## src/rtl/lockin_pkg.sv

```systemverilog
// Shared lock-in amplifier constants.
// Used by the NCO, mixer and filter stages so that all word widths agree.
//   LOCKIN_DATA_W : signed ADC sample width
//   LOCKIN_SIN_W  : signed sine/cosine reference width
//   LOCKIN_PROD_W : full-precision mixer product width
package lockin_pkg;

    localparam int unsigned LOCKIN_DATA_W = 24;
    localparam int unsigned LOCKIN_SIN_W  = 18;
    localparam int unsigned LOCKIN_PROD_W = LOCKIN_DATA_W + LOCKIN_SIN_W;

endpackage : lockin_pkg

```

## src/rtl/signed_mult.sv

```systemverilog
// Combinational full-precision signed multiplier, intended to map onto a DSP block.
// Ports:
//   a : signed operand, A_WIDTH bits
//   b : signed operand, B_WIDTH bits
//   p : signed product a*b, A_WIDTH+B_WIDTH bits (never overflows)
module signed_mult #(
    parameter int unsigned A_WIDTH = 24,
    parameter int unsigned B_WIDTH = 18
) (
    input  logic signed [A_WIDTH-1:0]         a,
    input  logic signed [B_WIDTH-1:0]         b,
    output logic signed [A_WIDTH+B_WIDTH-1:0] p
);

    // Both operands and the result are signed, so the operands are sign-extended
    // to the full product width before the multiply.
    assign p = a * b;

endmodule : signed_mult

```

## src/rtl/mixer.sv

```systemverilog
// Lock-in demodulation mixer: multiplies one signed sample by the reference sine
// and cosine, registering the in-phase and quadrature products.
// Ports:
//   clk            : system clock, rising edge
//   reset          : asynchronous active-low reset
//   start          : operands valid this cycle
//   data_in        : signed input sample
//   sine_in        : signed reference sine
//   cosine_in      : signed reference cosine
//   phase_out      : registered data_in*sine_in
//   quadrature_out : registered data_in*cosine_in
//   o_valid        : high for the cycle after an accepted start
module mixer
    import lockin_pkg::*;
#(
    parameter int unsigned DATA_WIDTH = LOCKIN_DATA_W,
    parameter int unsigned SIN_WIDTH  = LOCKIN_SIN_W
) (
    input  logic                                  clk,
    input  logic                                  reset,
    input  logic                                  start,
    input  logic signed [DATA_WIDTH-1:0]          data_in,
    input  logic signed [SIN_WIDTH-1:0]           sine_in,
    input  logic signed [SIN_WIDTH-1:0]           cosine_in,
    output logic signed [DATA_WIDTH+SIN_WIDTH-1:0] phase_out,
    output logic signed [DATA_WIDTH+SIN_WIDTH-1:0] quadrature_out,
    output logic                                  o_valid
);

    localparam int unsigned PROD_WIDTH = DATA_WIDTH + SIN_WIDTH;

    logic signed [PROD_WIDTH-1:0] phase_prod;
    logic signed [PROD_WIDTH-1:0] quad_prod;

    signed_mult #(
        .A_WIDTH (DATA_WIDTH),
        .B_WIDTH (SIN_WIDTH)
    ) u_mult_sin (
        .a (data_in),
        .b (sine_in),
        .p (phase_prod)
    );

    signed_mult #(
        .A_WIDTH (DATA_WIDTH),
        .B_WIDTH (SIN_WIDTH)
    ) u_mult_cos (
        .a (data_in),
        .b (cosine_in),
        .p (quad_prod)
    );

    // Products load only on start; otherwise they hold for the downstream filter.
    always_ff @(posedge clk or negedge reset) begin
        if (!reset) begin
            phase_out      <= '0;
            quadrature_out <= '0;
            o_valid        <= 1'b0;
        end else begin
            o_valid <= start;
            if (start) begin
                phase_out      <= phase_prod;
                quadrature_out <= quad_prod;
            end
        end
    end

endmodule : mixer

```

## config.mk

```make
export PLATFORM = sky130hd
export DESIGN_NAME = mixer
export DESIGN_NICKNAME = d
export VERILOG_FILES = /design/src/rtl/lockin_pkg.sv /design/src/rtl/signed_mult.sv /design/src/rtl/mixer.sv
export SDC_FILE = /design/constraint.sdc
export NUM_CORES = 2
export LEC_CHECK = 0
export CAP_MARGIN = 25
export CORE_ASPECT_RATIO = 0.7
export CORE_MARGIN = 5
export CORE_UTILIZATION = 30
export DETAILED_ROUTE_END_ITERATION = 12
export SLEW_MARGIN = 5
export SYNTH_ARGS = -nofsm -noshare
export SYNTH_HDL_FRONTEND = slang
export SYNTH_SLANG_ARGS = --single-unit
```

## constraint.sdc

```tcl
create_clock -name clk -period 1.7 [get_ports clk]
set_clock_uncertainty 0.05 [all_clocks]
set_input_delay 0.17 -clock clk [delete_from_list [all_inputs] [get_ports clk]]
set_output_delay 0.17 -clock clk [all_outputs]
set_load 0.05 [all_outputs]
```

Word-level counts from Yosys, hierarchy flattened

Cells that the tools add are included.

Register bits after elaboration: 85
Bits of input ports: 63
Output and inout port bits: 85
Logic and storage cells: 5

Multipliers: 2

Operators by type and width:

| cell           | count |
|---|---|
| $mul 24x18->42 | 2 |

Depth between registers and ports, before layout

Depth in word-level cells: 1
Depth in mapped cells: 27
Mapped depth without buffers: 25

By module

From an unflattened synthesis, not the netlist that was laid out.

Cells, all modules: 3703
Area, all modules: 34449.3 µm²

By module, submodules not included:

| module                   | times used | cells an instance | area an instance (µm²) |
|---|---|---|---|
| signed_mult (u_mult_sin) | 1          | 1778              | 15593.7 |
| signed_mult (u_mult_cos) | 1          | 1747              | 15468.6 |
| mixer                    | 1          | 178               | 3387.0 |

Least setup slack after synthesis

Ideal clock, no wire load.

Path type: in2reg
From: input data_in[14]
To: register phase_out[40]
Arrival: 6.172 ns
Path slack: -4.651 ns
Cell stages on the path: 26
Path buffers: 3
Cells stage by stage: clkbuf_1 > clkbuf_1 > nand2_1 > fa_1 > inv_1 > fa_1 > inv_1 > fa_1 > inv_1 > fa_1 > fa_1 > inv_1 > fa_1 > inv_1 > ha_1 > buf_2 > a21oi_1 > o211ai_1 > o2111ai_1 > nand3_1 > o211ai_2 > a31o_4 > a21oi_2 > a311o_1 > and4b_1 > a2111o_1

Longest elaborated chain between the ends: 1

Ends and longest elaborated chain:

| element              | RTL line          | text |
|---|---|---|
| from (decl)          | mixer.sv:22       | `input logic signed [DATA_WIDTH-1:0] data_in,` |
| $mul 24x18->42       | signed_mult.sv:17 | `assign p = a * b;` |
| to (signal assigned) | mixer.sv:62       | `phase_out <= phase_prod;` |
| to (decl)            | mixer.sv:25       | `output logic signed [DATA_WIDTH+SIN_WIDTH-1:0] phase_out,` |

No other way between the ends.
A chain may end at the register's enable or synchronous reset.

Final worst setup path

From: input data_in[12]
To: register phase_out[40]

Same word-level chain as after synthesis.

==> results.ini <==
[run_status]
outcome=finished, violations left
violations=negative setup slack

[placement]
dpl.hpwl_mm=79.74
io_buffer_count=147
placed_cell_area_um2=41940
routabilityCongestion=0.8517

[timing]
setup_viol=79
max_freq_ghz=0.1687
max_slew.worst_pin.slew_ns=0.5291
finalCritPeriodShare_pct=348.6
slew_violations=0
hold_viol=0
fin_crit_ns=5.927
slew_headroom_pct=64.67
whs_ns=0.08925
layout_setup_ws_ns=-4.227
rsz0062_at_grt=true

[clock_network]
htree_num_levels=3
clock-root-buffer=clkbuf_16
clkSinkCount=85
cts_buffer_depth=2
cts_made_buffers=9
insertion_delay_ns=0.41
cts_tree=yes
clkTransAtPathRegs_ns=0.07

[critical_path]
cp.required_ns=1.94
r2r-end=phase_out[40]$_DFFE_PN0P_
r2r-start=phase_out[40]$_DFFE_PN0P_
criticalPathCategory=primary input to register
crit_path_start_kind=primary input
rr_worst_depth=1
critPathBufInv=7
worstSetupEndpointType=register
cp_top_family=adder cells
reg2reg_slack_ns=0.72
path_cells=buf_6 -> buf_12 -> buf_12 -> buf_8 -> nand2_4 -> fa_1 -> fa_2 -> fa_2 -> inv_2 -> fa_2 -> fa_1 -> inv_2 -> fa_1 -> inv_2 -> ha_4 -> a21o_1 -> nand4_1 -> nand3_1 -> o211ai_2 -> a31o_4 -> a21oi_4 -> a311o_1 -> and4b_1 -> a2111o_1
critPathMaxStageDelay_ns=0.60
cp.arrival_ns=6.17
crit_path_max_fanout=8
slowest_stage=fa_1

[drt]
drc=0
wire_per_inst_um=17.23
vias_per_cell=4.454
drt_iter0_markers=1385
drtPass1Iterations=5
antenna_left=0
vias=26150
wirelength_mm=101.2

[layout]
num-nets-final=5528
fillers=10650
design_area_um2=46880
regArea_um2=2127
drive_gt1_share_pct=34.01
post-route-util_pct=42.22
area_delta_synth_final_pct=39.14
multi_input_area_um2=29730

[floorplan]
chipHeight_um=290.4
dieArea_um2=119200
io_pins=148
start_util_pct=30.35
rows=102
core-area_um2=111000
dieWidth_um=410.6

[yosys]
ys_top_cells_by_count=inv_1 (981), fa_1 (850), nand2_1 (574)
synth_area_leaders=fa_1 (51%), inv_1 (11%), ha_1 (7.8%)
avgSynthCellArea_um2=9.176
ys.warnings.count=0
synth_cells=3672
seq_area_frac_synth_pct=6.313
synth.net_count=4795
synth_edf_count=0
synth.distinct_cells=69
yosys.area.top_type_share_pct=50.50
netlist_area_um2=33690
ys_ff_latch=85
synth_largest_area_cell=fa_1
yosysMostFrequentCell=inv_1
async_flop_share_pct=100.0
synth_top_flop_cell=dfrtp_1

[global_route]
first_global_vias=28370
grt_use_total_pct=17.33
antenna_found_initial=8
grt-ovfl-total=0
grt_max_degree=42
grt_pass1_wl_mm=160.4

[run]
cap_viol_max_count=0

[worst_hold_path]
min-delay-path-class=primary input to async pin

cell usage in the layout, fill, tap and decap left out, drive strengths merged, types with 3 or more instances in the layout:
cell	Yosys	layout
o211ai	8	8
nor3	10	10
a31oi	5	5
nand3	13	13
and3	6	6
inv	981	981
clkdlybuf4s15	0	6
fa	850	850
a211oi	6	6
diode	0	5
o21bai	7	7
nor2	61	61
o31a	3	3
bufbuf	0	14
clkbuf	178	20
nand4	5	5
nor2b	9	9
o31ai	11	11
mux2	60	60
and2	294	294
ha	210	210
xnor2	59	59
dfrtp	85	85
a221oi	3	3
xor2	17	17
o21a	10	10
a21o	42	42
o21ai	39	39
o311ai	3	3
buf	3	871
clkinv	2	5
nand2b	18	18
a21oi	65	65
nand2	574	574
metal layers:
metal	part of all wire, %	vias to the layer above	global-route usage [%]
met5	0	-	0
li1	-	12040	-
met2	44	613	26.43
met4	1.5	0	3.035
met1	47	13430	25.41
met3	7.2	68	4.019
flip-flops by register name, summed over array words and instances (netlist names):
signal	cells
quadrature_out	42
o_valid	1
phase_out	42
worst max-delay path by stage:
stage / slack, ns / start / depth (start not counted) / end
5_1_grt: -4.38 / cosine_in[6] / 27 / quadrature_out[40]$_DFFE_PN0P_
3_5_place_dp: -5.20 / data_in[13] / 26 / phase_out[40]$_DFFE_PN0P_
2_1_floorplan: -4.24 / data_in[21] / 24 / quadrature_out[40]$_DFFE_PN0P_
3_3_place_gp: -5.09 / data_in[13] / 26 / phase_out[40]$_DFFE_PN0P_
6_report: -4.23 / data_in[12] / 24 / phase_out[40]$_DFFE_PN0P_
4_1_cts: -4.17 / data_in[11] / 24 / quadrature_out[40]$_DFFE_PN0P_
cell families (layout without fill, tap and decap cells):
logic type	after synthesis	after routing	share of synthesized area [%]
AOI/OAI and AO/OA	225	225	4.568
xor gates and xnor gates	76	76	1.976
adders and majority gates	1060	1060	58.30
buffers and inverters	1164	1902	12.97
DFF	85	85	6.313
muxes	61	61	2.035
other	0	5	0
and+or+nand+nor	1001	1001	13.83
final cells by class:
class	instances	share of cell area, %
Tap cell	1456	3.886
Antenna cell	5	0.02669
Clock inverter	6	0.1495
Inverter	983	7.897
Sequential cell	85	4.537
Timing Repair Buffer	903	19.57
Multi-Input combinational cell	2423	63.42
Clock buffer	10	0.5098
per-stage QoR:
stage          TNS, ns  std cells  setup slack [ns]
2_1_floorplan  -253.12       3672            -4.236
3_3_place_gp   -328.37       5629            -5.095
3_5_place_dp   -331.36       5629            -5.197
4_1_cts        -263.32       5826            -4.172
5_1_grt        -275.02       5866            -4.377
6_report       -263.45       5871            -4.227
repair_timing:
action                     4_1_cts  5_1_grt
hold buffers                     1        0
hold endpoints to repair        85        0
setup endpoints to repair       80       79
pin swaps                      294      252
resized for setup              637      298
setup buffers                  170       56
cloned                          21        1
Power is left out: the tool's default activity adds up to more than one toggle a clock period on the data nets, which glitch-free logic cannot reach.
